**config.mk**
```make
export PLATFORM = sky130hd
export DESIGN_NAME = regfile_mr1w
export DESIGN_NICKNAME = d
export VERILOG_FILES = /design/src/rtl/regfile_pkg.sv /design/src/rtl/regfile_clear_seq.sv /design/src/rtl/regfile_mr1w.sv
export SDC_FILE = /design/constraint.sdc
export NUM_CORES = 1
export LEC_CHECK = 0
export CORE_MARGIN = 2
export CORE_UTILIZATION = 25
export DETAILED_ROUTE_END_ITERATION = 12
export PLACE_DENSITY = 0.37
export SYNTH_ARGS = -nofsm -noshare
export SYNTH_HDL_FRONTEND = slang
export SYNTH_SLANG_ARGS = --single-unit
```
**constraint.sdc**
```tcl
create_clock -name clk -period 10.12 [get_ports clk]
set_input_delay 1.518 -clock clk [delete_from_list [all_inputs] [get_ports clk]]
set_output_delay 1.518 -clock clk [all_outputs]
set_load 0.005 [all_outputs]
```
**src/rtl/regfile_pkg.sv**
```systemverilog
// Shared types and default sizes for the multi-read / single-write register file.
//   rf_state_e : clear-sequencer FSM states
//   RF_ADDR_W, RF_DATA_W, RF_NREGS : default port geometry (RV32 integer file)
//   rf_data_t  : default-width register word
package regfile_pkg;

   typedef enum logic {RF_CLEAR, RF_READY} rf_state_e;

   localparam int RF_ADDR_W = 5;
   localparam int RF_DATA_W = 32;
   localparam int RF_NREGS  = 32;

   typedef logic [RF_DATA_W-1:0] rf_data_t;

endpackage

```
**src/rtl/regfile_clear_seq.sv**
```systemverilog
// Clear sequencer: after reset, sweeps every implemented entry once, writing 0,
// then parks in READY until the next reset.
//   clk       in   rising-edge clock
//   rst       in   synchronous active-high reset
//   clr_we    out  1 while the sweep owns the RAM write port
//   clr_addr  out  entry being cleared this cycle
//   init_busy out  1 for the whole sweep (CLEAR state decode)
module regfile_clear_seq
   import regfile_pkg::*;
#(
   parameter int NUM_REGS = RF_NREGS
) (
   input  logic                        clk,
   input  logic                        rst,
   output logic                        clr_we,
   output logic [$clog2(NUM_REGS)-1:0] clr_addr,
   output logic                        init_busy
);

   localparam int                CNT_W = $clog2(NUM_REGS);
   localparam logic [CNT_W-1:0]  LAST  = CNT_W'(NUM_REGS - 1);

   rf_state_e        state_q, state_d;
   logic [CNT_W-1:0] cnt_q, cnt_d;

   always_ff @(posedge clk) begin
      if (rst) begin
         state_q <= RF_CLEAR;
         cnt_q   <= '0;
      end else begin
         state_q <= state_d;
         cnt_q   <= cnt_d;
      end
   end

   always_comb begin
      state_d = state_q;
      cnt_d   = cnt_q;
      clr_we  = 1'b0;
      case (state_q)
         RF_CLEAR: begin
            // A reset cycle restarts the sweep, so it must not count as a clear.
            clr_we = !rst;
            if (cnt_q == LAST) begin
               // Counter holds on the last entry; it never wraps.
               state_d = RF_READY;
            end else begin
               cnt_d = cnt_q + 1'b1;
            end
         end
         RF_READY: ;
         default: state_d = RF_CLEAR;
      endcase
   end

   assign clr_addr  = cnt_q;
   assign init_busy = (state_q == RF_CLEAR);

endmodule

```
**src/rtl/regfile_mr1w.sv**
```systemverilog
// Register file with NUM_READ registered read ports and one write port.
// Optional hardwired-zero entry 0, write-first bypass on every read port, and a
// hardware clear sweep after reset.
//   clk, rst        clock, synchronous active-high reset
//   we, write_addr, din   write port (ignored while init_busy)
//   read_addr[i]    read index per port, sampled each edge
//   dout[i]         read data, one cycle after read_addr[i]
//   init_busy       1 while the clear sweep is running
module regfile_mr1w
   import regfile_pkg::*;
#(
   parameter int ADDR_WIDTH = RF_ADDR_W,
   parameter int DATA_WIDTH = RF_DATA_W,
   parameter int NUM_REGS   = RF_NREGS,
   parameter int NUM_READ   = 2,
   parameter int ZERO_REG   = 1
) (
   input  logic                  clk,
   input  logic                  rst,
   input  logic                  we,
   input  logic [ADDR_WIDTH-1:0] write_addr,
   input  logic [DATA_WIDTH-1:0] din,
   input  logic [ADDR_WIDTH-1:0] read_addr [NUM_READ],
   output logic [DATA_WIDTH-1:0] dout      [NUM_READ],
   output logic                  init_busy
);

   localparam int                  IDX_W     = $clog2(NUM_REGS);
   // One extra bit so NUM_REGS == 2**ADDR_WIDTH is representable.
   localparam logic [ADDR_WIDTH:0] NREGS_EXT = (ADDR_WIDTH + 1)'(NUM_REGS);

   logic [DATA_WIDTH-1:0] ram [NUM_REGS];

   logic             clr_we;
   logic [IDX_W-1:0] clr_addr;
   logic             busy;

   regfile_clear_seq #(
      .NUM_REGS (NUM_REGS)
   ) u_clear_seq (
      .clk       (clk),
      .rst       (rst),
      .clr_we    (clr_we),
      .clr_addr  (clr_addr),
      .init_busy (busy)
   );

   assign init_busy = busy;

   // Port write is accepted only in READY, in range, and not to a hardwired zero.
   logic             wr_ok;
   logic [IDX_W-1:0] wr_idx;

   assign wr_ok  = we && !rst && !busy
                   && ({1'b0, write_addr} < NREGS_EXT)
                   && !((ZERO_REG != 0) && (write_addr == '0));
   assign wr_idx = write_addr[IDX_W-1:0];

   // Sweep and port never overlap in practice (wr_ok needs !busy); sweep wins anyway.
   always_ff @(posedge clk) begin
      if (clr_we) begin
         ram[clr_addr] <= '0;
      end else if (wr_ok) begin
         ram[wr_idx] <= din;
      end
   end

   logic [DATA_WIDTH-1:0] rd_d [NUM_READ];

   for (genvar g = 0; g < NUM_READ; g++) begin : g_rd
      logic [IDX_W-1:0] rd_idx;
      logic             rd_zero, rd_oor, rd_hit;

      assign rd_idx  = read_addr[g][IDX_W-1:0];
      assign rd_zero = (ZERO_REG != 0) && (read_addr[g] == '0);
      assign rd_oor  = ({1'b0, read_addr[g]} >= NREGS_EXT);
      assign rd_hit  = wr_ok && (write_addr == read_addr[g]);
      // Zero/out-of-range first, then write-first bypass, then array.
      assign rd_d[g] = (rd_zero || rd_oor) ? '0  :
                       rd_hit              ? din :
                                             ram[rd_idx];
   end

   always_ff @(posedge clk) begin
      for (int i = 0; i < NUM_READ; i++) begin
         if (rst || busy) dout[i] <= '0;
         else             dout[i] <= rd_d[i];
      end
   end

endmodule

```
* Word level (Yosys, flattened, before mapping) *
Memories as Yosys holds them, arrays and structs flattened. A register that Yosys moved wholly into a read port is not among the register bits.
Cells that the tools add are included.

word-level totals
  register bits = 6
  memory bits (writable) = 1,024
  input bits = 50
  memories = 1

memory list
  memory  depth  bits a word  read ports  clocked after memory_dff  write ports  RTL line            source
  ram     32     32           2           2                         1            regfile_mr1w.sv:32  logic [DATA_WIDTH-1:0] ram [NUM_REGS];

operators by class
  add/sub/neg operators = 1
  equal/unequal tests = 1
  muxes and demuxes = 11
  bitwise operators = 2
  reduce and logical (&&, ||, !) cells = 13

operators by type and width
  operator             count
  $mux 32              1
  $reduce_or 32->1     1
  $logic_not 5->1      3
  $mux 1               9
  $add 5x1->5 const B  1
  $eq 5x5->1 const B   1
  $mux 5               1
  $reduce_or 2->1      2
  $logic_and 1x1->1    3
  $logic_not 1->1      2
  $not 1->1            2
  $reduce_and 2->1     1
  $logic_or 1x1->1     1

* Longest topological paths before layout *
Gate-level depths: netlist (run 1).

  word-level depth = 9
  gate-level depth with buffers = 11

* Cells and area by module *
Synthesis (run 1) repeated with hierarchy kept, for this count alone.

second synthesis, totals
  cell total of the unflattened synthesis = 2,746
  area, all modules = 49,733.9 µm²

by module, submodules not included
  module             instances  cells each  area an instance (µm²)  seq. area each (µm²)
  regfile_mr1w       1          2,717       49,468.7                32,030.7
  regfile_clear_seq  1          29          265.3                   120.1

* Worst setup path after synthesis (run 1) *
No wires, ideal clock.

  kind = input to register
  start = input port write_addr[0]
  end = memory ram[12][0] (netlist bit), enable pin
  data arrival time = 3,937 ps
  required time = 9,699 ps
  slack = 5,762 ps
  stages = 6
  path through = buf_2 > nor3_4 > a21oi_1 > o32ai_1 > nand2_1 > nor2_1

on the way
  word-level cells in the longest chain between the ends = 8

ends and longest elaborated chain
  element                                            RTL line            source
  from (decl)                                        regfile_mr1w.sv:21  input logic [ADDR_WIDTH-1:0] write_addr,
  $logic_not 5->1                                    regfile_mr1w.sv:56  && !((ZERO_REG != 0) && (write_addr == '0));
  $logic_not 1->1                                    regfile_mr1w.sv:56
  $logic_and 1x1->1                                  regfile_mr1w.sv:56
  $mux 1                                             regfile_mr1w.sv:63  end else if (wr_ok) begin
  $mux 1                                             regfile_mr1w.sv:61  if (clr_we) begin
  $mux 1 (implied by the code)                       regfile_mr1w.sv:64  ram[wr_idx] <= din;
  $reduce_or 32->1 (no line)                         -
  $mux 5 (no line) / $mux 1 (equally long branches)  -
  to (decl)                                          regfile_mr1w.sv:32

Parallel ways exist; a longest one is shown, timed or not.

* Worst setup path in the final report (run 1) *
  start = input port rst
  end = memory ram[26][28] (netlist bit), enable pin

on the way
  word-level cells in the longest chain between the ends = 9

ends and longest elaborated chain
  element                                            RTL line                                     source
  from (decl)                                        regfile_mr1w.sv:19                           input logic rst,
  $logic_not 1->1 *                                  regfile_clear_seq.sv:43, regfile_mr1w.sv:54
  $logic_and 1x1->1 (2 in a row)                     regfile_mr1w.sv:54                           assign wr_ok = we && !rst && !busy
  $logic_and 1x1->1                                  regfile_mr1w.sv:56
  $mux 1                                             regfile_mr1w.sv:63
  $mux 1                                             regfile_mr1w.sv:61
  $mux 1 (implied by the code)                       regfile_mr1w.sv:64
  $reduce_or 32->1 (no line)                         -
  $mux 5 (no line) / $mux 1 (equally long branches)  -

Every way passes the cells marked *; elsewhere a longest branch is shown, timed or not.

==> summary.md, run 1 <==
The run gives 3159 as the total number of nets in the final design. TritonCTS built the clock tree. By count the netlist is led by edfxtp_1, mux2i_1, a22oi_1, mux4_2, clkbuf_1.

The cell area after synthesis was 50220 µm². The overall power after layout is 10.41 mW. Number of H-tree levels: 4. The number of sinks on the clock net came out at 1094. The number of pins with negative max-slew slack in the final report was 0.

edfxtp_1 takes more of the synthesized area than any other cell. Once the clock tree was built, the resizer swapped 0 gates to a different size. Clock root buffer master: clkbuf_16.

Worst slew margin relative to its limit: 18.28%. Setup repair after global routing left no endpoint under its margin. The number of hold-slack violations in the final timing report is 0. The congestion estimate from routability-driven global placement came to 0.7655. The detail-routed via count per cell was 5.266; the final core utilization was 29.51%. For the final database, setup skew stands at 0.03484 ns. After routing the design area is 58920 µm². Ranked by total cell area, the synthesized netlist is headed by edfxtp_1, mux4_2, mux2i_1.

Measured along the y axis, the die boundary spans 452.2 µm. The wire length after detailed routing was 195500 µm; the standby leakage power was 17.73 nW. The average wire length per cell after detail routing is 33.30 µm. Row generation in the floorplan step produced 164 rows. Once placement finished, the instance area stood at 54610 µm².

The number of antenna violations at the first check in global routing was 2; the Yosys warning count was 0. After the first detailed-routing iteration, the DRC count stood at 2696. Among all flip-flop cells after synthesis, the most frequent one is edfxtp_1. Once detailed placement completed, the half-perimeter wirelength came to 113900 µm. The die extent in x is 452.2 µm. Cells with a size suffix above 1 make up 19.43% of the layout. The critical path is of the in -> reg type. The run finished with clean final reports. The tools report the maximum clock insertion buffer count as 3. In the global route stage, overall resource usage came out at 18.79%. The logs give 32900 for the number of global-route vias before repair and 0.0001605 V for the peak ir drop on the vdd network. Relative to the synthesized area, the layout overhead comes to 17.33%.

Synthesis produced a netlist with a net count of 3079. The worst endpoint required time is 10.51 ns, and the count of flip-flops with a built-in enable after synthesis is 1024. After layout, the minimum clock period comes to 5.211 ns.

The detail route stage leaves a number of antenna-violating nets equal to 0. Of all nets on the critical path, the largest fanout is 17. For the top achievable clock speed, the log shows 191.9 MHz.

The clock-pin transition on the worst setup and hold timing paths is 0.05 ns, and the buffer count from post-CTS setup fixing is 0. After routing, the total negative slack on setup checks comes to 0 ns. The fraction of synthesized cell area taken by the top area cell type is 61.23%, and the share of synthesized registers carrying an async set or reset is 0%. In this run the register-to-register setup slack is 5.88 ns. 115 I/O pins were placed. The post-route worst hold slack is 0.6549 ns. Excluding fillers, the count of instances in the completed layout stands at 5869. The count of endpoints failing setup in the final report is 0.

For the fill cell total of the finished layout, the log shows 19670. The worst min-delay path class is reg -> reg. The number of max-cap violations was 0; the slew at the pin closest to its max-slew limit was 1.226 ns. By instance count, the leading cell after synthesis is edfxtp_1. At the worst endpoint, the arrival time is 5.60 ns. The count of buffers added on input and output ports is 114.

The synthesized netlist contains 51 unique library cells. Once the floorplan was initialized, standard cells occupied 25.15% of the core. At the later pin of the worst-skew pair, clock insertion delay measures 0.78 ns. The first global-routing pass estimated 268300 µm of wire. The sequential area share after synthesis was 64.03%; the number of hold buffers added after cts was 0. The tools report the total number of vias as 30910. In the post-route analysis, the smallest setup slack over all paths is 4.909 ns. The tools report the number of cells after detailed placement as 5628. The largest net degree at the start of global routing was 113; the mean cell area of the mapped netlist was 16.59 µm².

The power density relative to cell area works out to 176.7 nW/µm². OpenSTA, run right after detailed placement, puts the worst setup slack at 4.118 ns. In the routed design, unresolved DRC markers number 0. The endpoint class of the critical path is a flip-flop. Dividing the final minimum period by the clock period gives 51.49%. Summed over all layers, the global routing overflow is 0.

The region available for standard cell placement spans 199700 µm². The floorplan step defined a die boundary enclosing 204500 µm². The tools report the type of origin of the critical path as an input pin. Register bit total from synthesis: 1094. The run gives 133 as the number of CTS-inserted buffers. Synthesis produced a netlist whose cell count is 3027. For this run, the detailed router's first-pass iteration total came to 5.
-- placed cells by master, fill, tap and decap left out, types with 34 or more instances in the layout --
cell,count
a211oi_1,68
a21oi_1,79
a22oi_1,289
buf_4,80
clkbuf_16,139
clkdlybuf4s50_1,109
dfxtp_1,70
edfxtp_1,1024
inv_1,34
mux2i_1,469
mux4_2,280
nand2_1,79
nand3_1,142
nand4_1,37
nor2_4,34
-- routing by layer --
metal  vias to the layer above  wire length, µm  track usage [%]
met5                         -                0                0
met1                     16890            83220            24.11
met3                       300             7626            2.540
met4                         0             6629            6.590
li1                      12770                -                -
met2                       944            97980            32.36
-- where the power goes --
group	switching, mW	internal [mW]	total (mW)
sequential	0.0136	4.91	4.92
combinational	0.471	0.239	0.711
clock	1.95	2.83	4.78
-- registers in the layout (all words and copies together), names as in the netlist --
signal	flops
ram	1024
u_clear_seq.clr_addr	5
u_clear_seq.state_q	1
dout	64
-- cell type report --
class                      count  area (µm²)  area share [%]
sequential                  1094       32150           54.57
multi-input combinational   1647       17200           29.19
clock buffer                 180        3712           6.301
tap                         2656        3323           5.640
timing repair buffer         197        1809           3.071
clock inverter                60       596.8           1.013
inverter                      34       127.6          0.2166
antenna                        1       2.502        0.004247
-- logic make-up (layout without fill, tap and decap cells) --
family | count (synthesis) | count (layout) | synth area share [%]
xor gates and xnor gates | 4 | 4 | 0.06978
other | 0 | 1 | 0
and+or+nand+nor | 356 | 356 | 3.538
muxes | 757 | 757 | 22.09
adders and majority gates | 2 | 2 | 0.04983
AOI/OAI and AO/OA | 528 | 528 | 7.714
DFF | 1094 | 1094 | 64.03
buffers and inverters | 286 | 471 | 2.517
-- path summary, 6_finish.rpt --
| path | start | endpoint | cells past startpoint |
|---|---|---|---|
| hold reg to reg | u_clear_seq.clr_addr[1] | u_clear_seq.clr_addr[1] | 2 |
| setup / recovery | rst | ram[26][28] | 7 |
| hold / removal | u_clear_seq.clr_addr[1] | u_clear_seq.clr_addr[1] | 2 |
| setup reg to reg | u_clear_seq.state_q | ram[26][28] | 6 |
-- worst max-delay path: stages --
cell and delay, ns:
clkdlybuf4s50_1 0.68, nand3b_1 0.59, a21o_1 0.35, o32ai_1 0.25
nand2_1 0.59, nor2_4 0.99, buf_4 0.57
(Power assumes the default switching activity.)
==> run 2: changes to the inputs <==
clock period = 5.43 ns   (was 10.12 ns; I/O delays follow)
==> summary.md, run 2 (same netlist as run 1, synthesis figures left out) <==
The initial utilization of the core area, before any placement, comes to 25.15%. The run gives 0.0002256 V as the peak ir drop on the vdd network. The sum of negative setup slack is 0 ns. The first global-routing pass estimated 275600 µm of wire. The clock-pin transition on the worst setup and hold timing paths was 0.05 ns; the number of cells on the worst reg-to-reg path was 6. The slew at the pin closest to its max-slew limit is 1.288 ns, and the number of nets still failing antenna checks after routing is 0.

The worst slew margin relative to its limit came out at 13.82%. The class of the most critical setup path was in -> reg. Wires add up to 200800 µm.

The number of global-route vias before repair was 32780; the die area was 204500 µm². The slowest stage of the critical path belongs to the cell clkdlybuf4s50_1. For the finished layout, the period the worst path requires is 3.817 ns. The logs give 0 for the total DRC errors in the routed layout and 3068 for the DRC violation total after the first TritonRoute iteration. Traced cell by cell, the critical path runs through clkdlybuf4s50_1, nand3b_1, a21o_1, o32ai_1, nand2_1, nor2_4, buf_12. The register with the most flip-flops in the final layout is ram.

Across the routed clock network, the largest skew measured is 0.02003 ns. In the routed layout, each cell is associated on average with a via count of 5.252. For the count of endpoints failing setup in the final report, the log shows 0. The type of origin of the critical path was an input pin.

The tool flagged a number of max-cap violations equal to 0. The standby leakage power is 18.25 nW, and the number of CTS-inserted buffers is 136. The path with the worst hold slack has its endpoint at u_clear_seq.clr_addr[1]. The number of pins with negative max-slew slack in the final report is 0, and the number of buffers added on ports is 114. Detailed routing inserted a total of 31350 vias. The wire-length estimate of the detail-placed layout is 124600 µm. For flop-to-flop paths, the worst setup slack is 1.89 ns. In this run the standard cell core region covers 199700 µm². Once the clock tree was built, the resizer swapped 0 gates to a different size. The clock drives 1094 sinks. The logs give 115 for the I/O pin count and 5969 for the non-filler instance count after layout. The number of hold-slack violations in the final timing report came out at 0. For this run the aggregate overflow at the end of global routing stands at 0.

For this design the ratio of total power to cell area is 323.4 nW/µm². The final critical path takes up 70.30% of the cycle. Setup repair after global routing left no endpoint under its margin. Start point of the worst min-delay path: u_clear_seq.clr_addr[1]. Routability-driven placement finished with a final weighted congestion of 0.8242. The die extent in x works out to 452.2 µm. TritonCTS built the clock tree. The pre-antenna-repair detailed-routing pass consisted of 6 iterations. The register with the most flip-flops in the layout has 1024 of them. The path class of the tightest hold or removal check is reg -> reg.

The number of placement rows was 164. Y dimension of the die: 452.2 µm. Worst flop-to-flop path startpoint: u_clear_seq.state_q. The fraction of layout cells with a size suffix above 1 works out to 21.58%. Entering global routing, the biggest net connects 82 pins.

STA classifies the critical path endpoint as a flip-flop. For the worst setup path, the data arrival time is 4.27 ns. Global routing used 19.30% of the available tracks.

STA puts the critical path data required time at 5.88 ns. After clock tree synthesis, the setup repair step added 0 buffers. The run finished with clean final reports. The largest incremental delay on the critical path was 0.68 ns. Hold repair after CTS inserted 0 buffers. The run gives 19630 as the fill cell total of the finished layout.

The total number of nets in the final design was 3253. In the layout the commonest cells are edfxtp_1, mux2i_1, a22oi_1. In this run the critical register-to-register path is captured at ram[24][3]. Clock latency on the worst-skew pair, taken at its later pin, is 0.78 ns. The commonest non-fill, non-tap cell in the layout is edfxtp_1. CTS built an H-tree with a depth of 4. Relative to the synthesized area, the layout overhead comes to 19.19%. Along the worst hold path, the cell count comes to 2.

Number of antenna violations at the first check in global routing: 4. The tools report the clock root buffer master as clkbuf_16. Along the worst path, the maximum fanout reaches 21.

The number of placed instances, taps included, is 5719. Timing would allow up to 262.0 MHz. The number of diodes is 0, and the maximum clock insertion buffer count is 3.

In the final routed layout, each cell accounts on average for 33.65 µm.
-- run 2: worst max path at each step --
stage | start | endpoint | slack [ns] | cells past startpoint
2_1_floorplan | write_addr[0] | ram[12][0] | 1.78 | 6
3_3_place_gp | rst | ram[30][29] | 0.90 | 7
3_5_place_dp | rst | ram[30][29] | 0.83 | 7
4_1_cts | rst | ram[30][3] | 1.69 | 7
5_1_grt | rst | ram[30][27] | 1.52 | 7
6_report | rst | ram[24][3] | 1.61 | 7
-- run 2: area by class of cell --
type	instances	area [µm²]	share of cell area (%)
clock buffers	183	3692	6.169
clock inverters	67	555.5	0.9282
inverters	34	127.6	0.2132
multi-input cells	1647	17200	28.74
flip-flops and latches	1094	32150	53.72
well taps	2656	3323	5.552
repair buffers	288	2805	4.687
-- run 2: metal layers --
layer	routed length [µm]	up-vias	part of all wire, %	track usage (%)
met2	100400	1010	50	33.09
met3	8345	284	4.2	2.599
met1	85820	17080	43	25.17
met5	0	-	0	0
li1	-	12980	-	-
met4	6283	0	3.1	6.057
-- run 2: worst max-delay path: cells and delay by family --
family / cells / cell delay, ns
buffers and inverters: 2 / 0.95
and+or+nand+nor: 3 / 1.87
AOI/OAI and AO/OA: 2 / 0.56
-- run 2: through the flow --
step | hold slack (ns) | utilization (%) | setup WS [ns] | total power, mW | instance area (µm²)
after global routing | 0.6960 | 29.98 | 1.524 | 19.91 | 59850
after detailed placement | 0.6319 | 27.85 | 0.8315 | 10.77 | 55610
after CTS | 0.6432 | 29.98 | 1.694 | 19.57 | 59850
after global placement | 0.5994 | 27.85 | 0.8974 | 10.77 | 55610
after floorplan | 0.5210 | - | 1.776 | 10.10 | 50220
final | 0.6534 | 29.98 | 1.613 | 19.36 | 59850
-- run 2: power by group --
group          internal, mW  switching [mW]  total, mW
registers              9.14          0.0258       9.17
clock network          5.00            3.78       8.78
logic                 0.481           0.931       1.41
total                  14.6            4.73       19.4
